===== config.mk =====
export PLATFORM = sky130hd
export DESIGN_NAME = grpci2_axi_lite_mst
export DESIGN_NICKNAME = d
export VERILOG_FILES = /design/src/rtl/grpci2_axi_lite_mst.sv
export SDC_FILE = /design/constraint.sdc
export NUM_CORES = 1
export LEC_CHECK = 0
export CAP_MARGIN = 10
export CORE_ASPECT_RATIO = 1.25
export CORE_MARGIN = 2
export CORE_UTILIZATION = 42
export CTS_BUF_LIST = sky130_fd_sc_hd__clkbuf_8
export DETAILED_ROUTE_END_ITERATION = 6
export PLACE_DENSITY = 0.86
export SYNTH_ARGS = -nofsm -noshare
export SYNTH_HDL_FRONTEND = slang
export SYNTH_SLANG_ARGS = --single-unit

===== constraint.sdc =====
create_clock -name aclk -period 4.1 [get_ports aclk]
set_input_delay 0.41 -clock aclk [delete_from_list [all_inputs] [get_ports aclk]]
set_output_delay 0.41 -clock aclk [all_outputs]
set_load 0.005 [all_outputs]

===== src/rtl/grpci2_axi_lite_mst.sv =====
// grpci2_axi_lite_mst: AXI-lite slave to AHB master bridge.
//
// Local logic issues single-beat AXI-lite reads and writes. The bridge turns
// each one into a single AHB NONSEQ transfer on the grpci2 ahb_slv port.
// Only one access is in flight at a time.
//
// Ports:
//   aclk, areset        - single clock; synchronous active-high reset
//   axi_s_aw*/w*/b*     - AXI-lite write address, data and response channels
//   axi_s_ar*/r*        - AXI-lite read address and data channels
//   ahb_m_hbusreq/hgrant - AHB bus request and grant
//   ahb_m_hready/hresp/hrdata - AHB transfer completion, status and read data
//   ahb_m_htrans/haddr/hwrite/hsize/hwdata - AHB transfer control and write data
//
// A wrapper ties hprot=HPROT_VAL, hlock=0 and hburst=SINGLE.
//
// Optional feature: define AHB_TIMEOUT_EN to add a data-phase watchdog.
// The watchdog ends the access with SLVERR after TIMEOUT_CYCLES cycles of
// hready low.
module grpci2_axi_lite_mst #(
   parameter int unsigned TIMEOUT_CYCLES = 1024,
   parameter logic [3:0]  HPROT_VAL      = 4'b0011
) (
   input  logic        aclk,
   input  logic        areset,
   input  logic        axi_s_awvalid,
   output logic        axi_s_awready,
   input  logic [31:0] axi_s_awaddr,
   input  logic        axi_s_wvalid,
   output logic        axi_s_wready,
   input  logic [31:0] axi_s_wdata,
   input  logic [3:0]  axi_s_wstrb,
   output logic        axi_s_bvalid,
   input  logic        axi_s_bready,
   output logic [1:0]  axi_s_bresp,
   input  logic        axi_s_arvalid,
   output logic        axi_s_arready,
   input  logic [31:0] axi_s_araddr,
   output logic        axi_s_rvalid,
   input  logic        axi_s_rready,
   output logic [31:0] axi_s_rdata,
   output logic [1:0]  axi_s_rresp,
   output logic        ahb_m_hbusreq,
   input  logic        ahb_m_hgrant,
   input  logic        ahb_m_hready,
   input  logic [1:0]  ahb_m_hresp,
   input  logic [31:0] ahb_m_hrdata,
   output logic [1:0]  ahb_m_htrans,
   output logic [31:0] ahb_m_haddr,
   output logic        ahb_m_hwrite,
   output logic [2:0]  ahb_m_hsize,
   output logic [31:0] ahb_m_hwdata
);

   localparam logic [1:0] HtransIdle   = 2'b00;
   localparam logic [1:0] HtransNonseq = 2'b10;
   localparam logic [1:0] HrespOkay    = 2'b00;
   localparam logic [1:0] HrespError   = 2'b01;
   localparam logic [1:0] AxiOkay      = 2'b00;
   localparam logic [1:0] AxiSlverr    = 2'b10;

   typedef enum logic [2:0] {StIdle, StReq, StAddr, StData, StResp} state_e;

   state_e      state_q;
   logic        last_wr_q;
   logic        hbusreq_q;
   logic [1:0]  htrans_q;
   logic [31:0] haddr_q;
   logic        hwrite_q;
   logic [2:0]  hsize_q;
   logic [31:0] hwdata_q;
   logic        bvalid_q;
   logic        rvalid_q;
   logic [1:0]  resp_q;
   logic [31:0] rdata_q;

   logic       pick_wr, pick_rd;
   logic       strb_ok;
   logic [2:0] strb_size;
   logic [1:0] strb_lo;

   // Both channels pending: alternate, starting with the write after reset.
   assign pick_wr = axi_s_awvalid && axi_s_wvalid && (!axi_s_arvalid || !last_wr_q);
   assign pick_rd = axi_s_arvalid && (!(axi_s_awvalid && axi_s_wvalid) || last_wr_q);

   assign axi_s_awready = (state_q == StIdle) && pick_wr;
   assign axi_s_wready  = (state_q == StIdle) && pick_wr;
   assign axi_s_arready = (state_q == StIdle) && pick_rd;

   // Only naturally aligned word, halfword and byte strobes map onto an AHB size.
   always_comb begin
      strb_ok   = 1'b1;
      strb_size = 3'b010;
      strb_lo   = 2'b00;
      case (axi_s_wstrb)
         4'b1111: ;
         4'b0011: strb_size = 3'b001;
         4'b1100: begin strb_size = 3'b001; strb_lo = 2'b10; end
         4'b0001: strb_size = 3'b000;
         4'b0010: begin strb_size = 3'b000; strb_lo = 2'b01; end
         4'b0100: begin strb_size = 3'b000; strb_lo = 2'b10; end
         4'b1000: begin strb_size = 3'b000; strb_lo = 2'b11; end
         default: strb_ok = 1'b0;
      endcase
   end

`ifdef AHB_TIMEOUT_EN
   logic [31:0] tmo_q;
`else
   logic [31:0] unused_timeout;
   assign unused_timeout = TIMEOUT_CYCLES;
`endif
   logic [7:0] unused_misc;
   assign unused_misc = {HPROT_VAL, axi_s_awaddr[1:0], axi_s_araddr[1:0]};

   always_ff @(posedge aclk) begin
      if (areset) begin
         state_q   <= StIdle;
         last_wr_q <= 1'b0;
         hbusreq_q <= 1'b0;
         htrans_q  <= HtransIdle;
         haddr_q   <= '0;
         hwrite_q  <= 1'b0;
         hsize_q   <= '0;
         hwdata_q  <= '0;
         bvalid_q  <= 1'b0;
         rvalid_q  <= 1'b0;
         resp_q    <= AxiOkay;
         rdata_q   <= '0;
`ifdef AHB_TIMEOUT_EN
         tmo_q     <= '0;
`endif
      end else begin
         case (state_q)
            StIdle: begin
               if (pick_wr) begin
                  haddr_q  <= {axi_s_awaddr[31:2], strb_lo};
                  hwrite_q <= 1'b1;
                  hsize_q  <= strb_size;
                  hwdata_q <= axi_s_wdata;
                  if (strb_ok) begin
                     hbusreq_q <= 1'b1;
                     state_q   <= StReq;
                  end else begin
                     // Unsupported strobe: answer directly, never touch the bus.
                     bvalid_q <= 1'b1;
                     resp_q   <= AxiSlverr;
                     state_q  <= StResp;
                  end
               end else if (pick_rd) begin
                  haddr_q   <= {axi_s_araddr[31:2], 2'b00};
                  hwrite_q  <= 1'b0;
                  hsize_q   <= 3'b010;
                  hbusreq_q <= 1'b1;
                  state_q   <= StReq;
               end
            end
            StReq: begin
               if (ahb_m_hgrant && ahb_m_hready) begin
                  htrans_q <= HtransNonseq;
                  state_q  <= StAddr;
               end
            end
            StAddr: begin
               if (ahb_m_hready) begin
                  htrans_q  <= HtransIdle;
                  hbusreq_q <= 1'b0;
                  state_q   <= StData;
`ifdef AHB_TIMEOUT_EN
                  tmo_q     <= '0;
`endif
               end
            end
            StData: begin
               if (ahb_m_hready) begin
                  case (ahb_m_hresp)
                     HrespOkay: begin
                        if (!hwrite_q) rdata_q <= ahb_m_hrdata;
                        resp_q   <= AxiOkay;
                        bvalid_q <= hwrite_q;
                        rvalid_q <= !hwrite_q;
                        state_q  <= StResp;
                     end
                     HrespError: begin
                        resp_q   <= AxiSlverr;
                        bvalid_q <= hwrite_q;
                        rvalid_q <= !hwrite_q;
                        state_q  <= StResp;
                     end
                     // RETRY / SPLIT: rearbitrate and replay the same transfer.
                     default: begin
                        hbusreq_q <= 1'b1;
                        state_q   <= StReq;
                     end
                  endcase
               end
`ifdef AHB_TIMEOUT_EN
               else if (tmo_q == TIMEOUT_CYCLES - 1) begin
                  rdata_q  <= 32'hFFFF_FFFF;
                  resp_q   <= AxiSlverr;
                  bvalid_q <= hwrite_q;
                  rvalid_q <= !hwrite_q;
                  state_q  <= StResp;
               end else begin
                  tmo_q <= tmo_q + 32'd1;
               end
`endif
            end
            StResp: begin
               if ((hwrite_q && axi_s_bready) || (!hwrite_q && axi_s_rready)) begin
                  bvalid_q  <= 1'b0;
                  rvalid_q  <= 1'b0;
                  last_wr_q <= hwrite_q;
                  state_q   <= StIdle;
               end
            end
            default: state_q <= StIdle;
         endcase
      end
   end

   assign axi_s_bvalid  = bvalid_q;
   assign axi_s_bresp   = resp_q;
   assign axi_s_rvalid  = rvalid_q;
   assign axi_s_rresp   = resp_q;
   assign axi_s_rdata   = rdata_q;
   assign ahb_m_hbusreq = hbusreq_q;
   assign ahb_m_htrans  = htrans_q;
   assign ahb_m_haddr   = haddr_q;
   assign ahb_m_hwrite  = hwrite_q;
   assign ahb_m_hsize   = hsize_q;
   assign ahb_m_hwdata  = hwdata_q;

endmodule

==> run summary <==
OUTCOME
-------------------------------------------------------------------------------------
Run status ............................................................. finished, final reports clean

CRITICAL PATH
-------------------------------------------------------------------------------------
Critical path data required time .......................................      3.69 ns
Count of buffering cells on the critical path with inverters included ..            2
Highest-delay cell along the critical path ............................. clkdlybuf4s50_1
CP Launch Type .........................................................         flop
Crit path capture type ................................................. primary output
Critical path launch point .............................................   state_q[1]
Worst Path Class, Setup ................................................ flop to primary output
Terminus of the critical flop-to-flop path ............................. axi_s_rdata[21]
Delay of the slowest cell on the worst path ............................      0.56 ns
Highest fanout seen on the critical path ...............................           36
Worst R2R Path Depth ...................................................            5
WP data arrival ........................................................      2.46 ns
Cell chain of the critical path ........................................ or3_1 -> or3_1 -> inv_6 -> clkdlybuf4s50_1
Reg-to-Reg Start .......................................................   state_q[1]
R2r setup slk ..........................................................      1.78 ns
Cell family with the largest share of critical-path delay .............. simple AND/OR/NAND/NOR gates
Most frequent cell on the critical path ................................        or3_1

DRT
-------------------------------------------------------------------------------------
1st-iter DRT viols .....................................................          187
Antenna Violating Nets Remaining .......................................            0
Ratio of routed vias to standard cells .................................         5.01
Routed WL per cell ..................................................... 14.7 microns
1st-pass router iterations .............................................            4
Via count ..............................................................         4379
Final wirelength ....................................................... 12800 microns
Remaining DRCs .........................................................            0

LOGIC SYNTHESIS
-------------------------------------------------------------------------------------
Number of flops mapped to enable cells by yosys ........................            0
Proportion of netlist area held by the largest area contributor ........        49.9%
Cell types occupying the most area after synthesis ..................... dfxtp_1 (50%), nand2_1 (12%), a21oi_1 (8.8%)
Mean cell area of the mapped netlist ...................................   8.31 sq um
Main synth FF type .....................................................      dfxtp_1
Count of cell types in the netlist .....................................           39
Async S/R FF share, synth ..............................................           0%
Post-synthesis instance area ...........................................   4340 sq um
Library cell with the largest summed area after synthesis ..............      dfxtp_1
Synth warnings .........................................................            0
Flip-flop and latch count after synthesis ..............................          108
Mapped Cells ...........................................................          522
Seq/Total Area, Yosys ..................................................        49.9%

STA
-------------------------------------------------------------------------------------
Number of endpoints with negative hold slack in the final report .......            0
Fmax ...................................................................      348 MHz
Setup repair after global routing missed its margin ....................           no
Clock tree skew after final layout .....................................   0.00938 ns
Slew at the pin with the worst max-slew slack ..........................      1.16 ns
Final total negative setup slack .......................................         0 ns
Finish-stage setup viols ...............................................            0
Final critical-path required period ....................................      2.87 ns
Final cycle utilization of the critical path ...........................        70.1%
Worst slew margin relative to its limit ................................        22.7%
Final count of pins violating max slew .................................            0

FLOORPLANNING
-------------------------------------------------------------------------------------
Area of the core region ................................................  10100 sq um
Initial cell density of the core .......................................        43.1%
Die area ...............................................................  11200 sq um
Top-level port count ...................................................          255
Die height .............................................................  118 microns
Width of the die ....................................................... 94.9 microns
Total number of placement rows .........................................           41

CLOCK NETWORK
-------------------------------------------------------------------------------------
CTS max path bufs ......................................................            2
Buffer count from post-CTS setup fixing ................................            0
CTS Hold Buffers Added .................................................            0
Clock tree from TritonCTS ..............................................          yes
Clock-pin slew of the registers on the worst-case setup and hold paths .      0.09 ns
Post-cts sizing count ..................................................            0
Clock buffers created by TritonCTS .....................................            9
Buffer type at the clock tree root .....................................     clkbuf_8
Clock insertion delay at the later pin of the skew report ..............      0.37 ns
TritonCTS Sinks ........................................................          108
Maximum level of the CTS H-tree ........................................            3

MIN PATH
-------------------------------------------------------------------------------------
Hold Crit Endpoint ..................................................... ahb_m_hwdata[30]
Hold Crit Start ........................................................ ahb_m_hwdata[30]
Hold Path Class ........................................................ flop to flop
Worst hold stages ......................................................            2

POWER
-------------------------------------------------------------------------------------
Worst IR drop on VDD ...................................................     0.171 mV
Power density over the cells ...........................................  356 nW/um^2
Leak pwr ...............................................................      2.62 nW

GRT
-------------------------------------------------------------------------------------
Largest net degree at the start of global routing ......................          110
Tot GR Track Use .......................................................        22.6%
Via count of the first global-routing pass .............................         4256
Overflow left after global routing .....................................            0
Number of antenna violations at the first check in global routing ......            0
First-pass GRT wire length ............................................. 20100 microns

RUN
-------------------------------------------------------------------------------------
Reported max-cap violation count .......................................            0

PLACE
-------------------------------------------------------------------------------------
Placed cell count ......................................................          858
Port Buf Inserts .......................................................          246
HPWL after detailed placement .......................................... 9530 microns
Placer congestion estimate .............................................        0.780

LAYOUT
-------------------------------------------------------------------------------------
Total number of nets in the final design ...............................          883
Total area of sequential cells .........................................   2160 sq um
Antenna Cells ..........................................................            0
Final standard cell count with taps included and fillers excluded ......          874
Footprint of the multi-input gates .....................................   1970 sq um
Count of fill cells added during filler insertion ......................          807
Fraction of layout instances using a drive strength above 1 ............        3.89%
Synth-to-Final Area Change .............................................        61.8%

[worst max path at each step]
stage | to | slack, ns | depth (start not counted)
final | axi_s_awready | 1.23 | 4
after CTS | axi_s_awready | 1.19 | 4
after detailed placement | axi_s_awready | 1.39 | 5
after floorplan | axi_s_wready | 2.22 | 6
after global routing | axi_s_awready | 1.09 | 4
after global placement | axi_s_awready | 1.45 | 5
[cell families after synthesis]
group	count (synthesis)	synth area share (%)
and+or+nand+nor	211	20.6
AOI/OAI and AO/OA	123	16.7
DFF	108	49.9
buffers and inverters	47	5.37
muxes	31	7.18
xor gates and xnor gates	1	0.202
other	1	0.0865
[per-stage QoR]
step	util, %	area (sq um)	total power, mW	worst slack [ns]	hold slack, ns
2_1_floorplan	-	4350	1.46	2.22	0.450
3_3_place_gp	67.5	6790	1.80	1.45	0.441
3_5_place_dp	67.5	6790	1.81	1.39	0.446
4_1_cts	69.8	7020	2.53	1.19	0.459
5_1_grt	69.8	7020	2.63	1.09	0.483
6_report	69.8	7020	2.50	1.23	0.459
[layer usage]
layer  GRT usage [%]  share of wire (%)  vias to the layer above  routed length (microns)
met5               0                  0                        -                        0
met4            10.7                3.1                        0                      394
met3            5.83                8.4                       29                     1070
met2            40.2                 51                      184                     6580
met1            24.3                 37                     1971                     4770
li1                -                  -                     2195                        -
[final cells by class]
cell class	count	share of cell area [%]
Timing Repair Buffer	249	35.4
Sequential cell	108	30.8
Multi-Input combinational cell	370	28.0
Clock buffer	14	2.75
Tap cell	129	2.30
Clock inverter	2	0.553
Inverter	2	0.178
[power breakdown]
group	leakage, nW	switching [mW]	internal (mW)
sequential	0.882	0.0548	1.14
clock	0.119	0.344	0.367
combinational	1.62	0.244	0.352
total	2.62	0.643	1.86
[tightest hold or removal path: cells and delay by family, from the launching register on]
kind / cells / cell delay, ns
AND/OR/NAND/NOR: 1 / 0.05
AO/OA/AOI/OAI: 1 / 0.05
flip-flops: 1 / 0.32
[Yosys cell counts (3+ instances only)]
master	n
mux2i_1	30
a211oi_1	34
buf_2	14
clkbuf_1	20
o21ai_0	6
dfxtp_1	108
or3_1	4
nand2_1	136
buf_4	9
nor3_1	3
nand2b_1	3
nor2_1	47
a21oi_1	76
[cells in the final DEF, fill, tap and decap left out, types with 3 or more instances in the layout]
| cell | n |
|---|---|
| or3_1 | 4 |
| clkdlybuf4s50_1 | 245 |
| nor3_1 | 3 |
| conb_1 | 4 |
| mux2i_1 | 30 |
| dfxtp_1 | 108 |
| nand2_1 | 136 |
| a211oi_1 | 34 |
| nor2_1 | 46 |
| clkbuf_8 | 14 |
| buf_4 | 4 |
| o21ai_0 | 6 |
| nand2b_1 | 3 |
| a21oi_1 | 76 |
[flip-flops by register name, summed over array words and instances, names as in the netlist]
register	count
axi_s_bvalid	1
ahb_m_hwrite	1
axi_s_rvalid	1
ahb_m_hwdata	32
state_q	3
ahb_m_haddr	32
axi_s_bresp	1
ahb_m_htrans	1
ahb_m_hsize	2
ahb_m_hbusreq	1
axi_s_rdata	32
last_wr_q	1
Power figures use the tool's default switching activity.
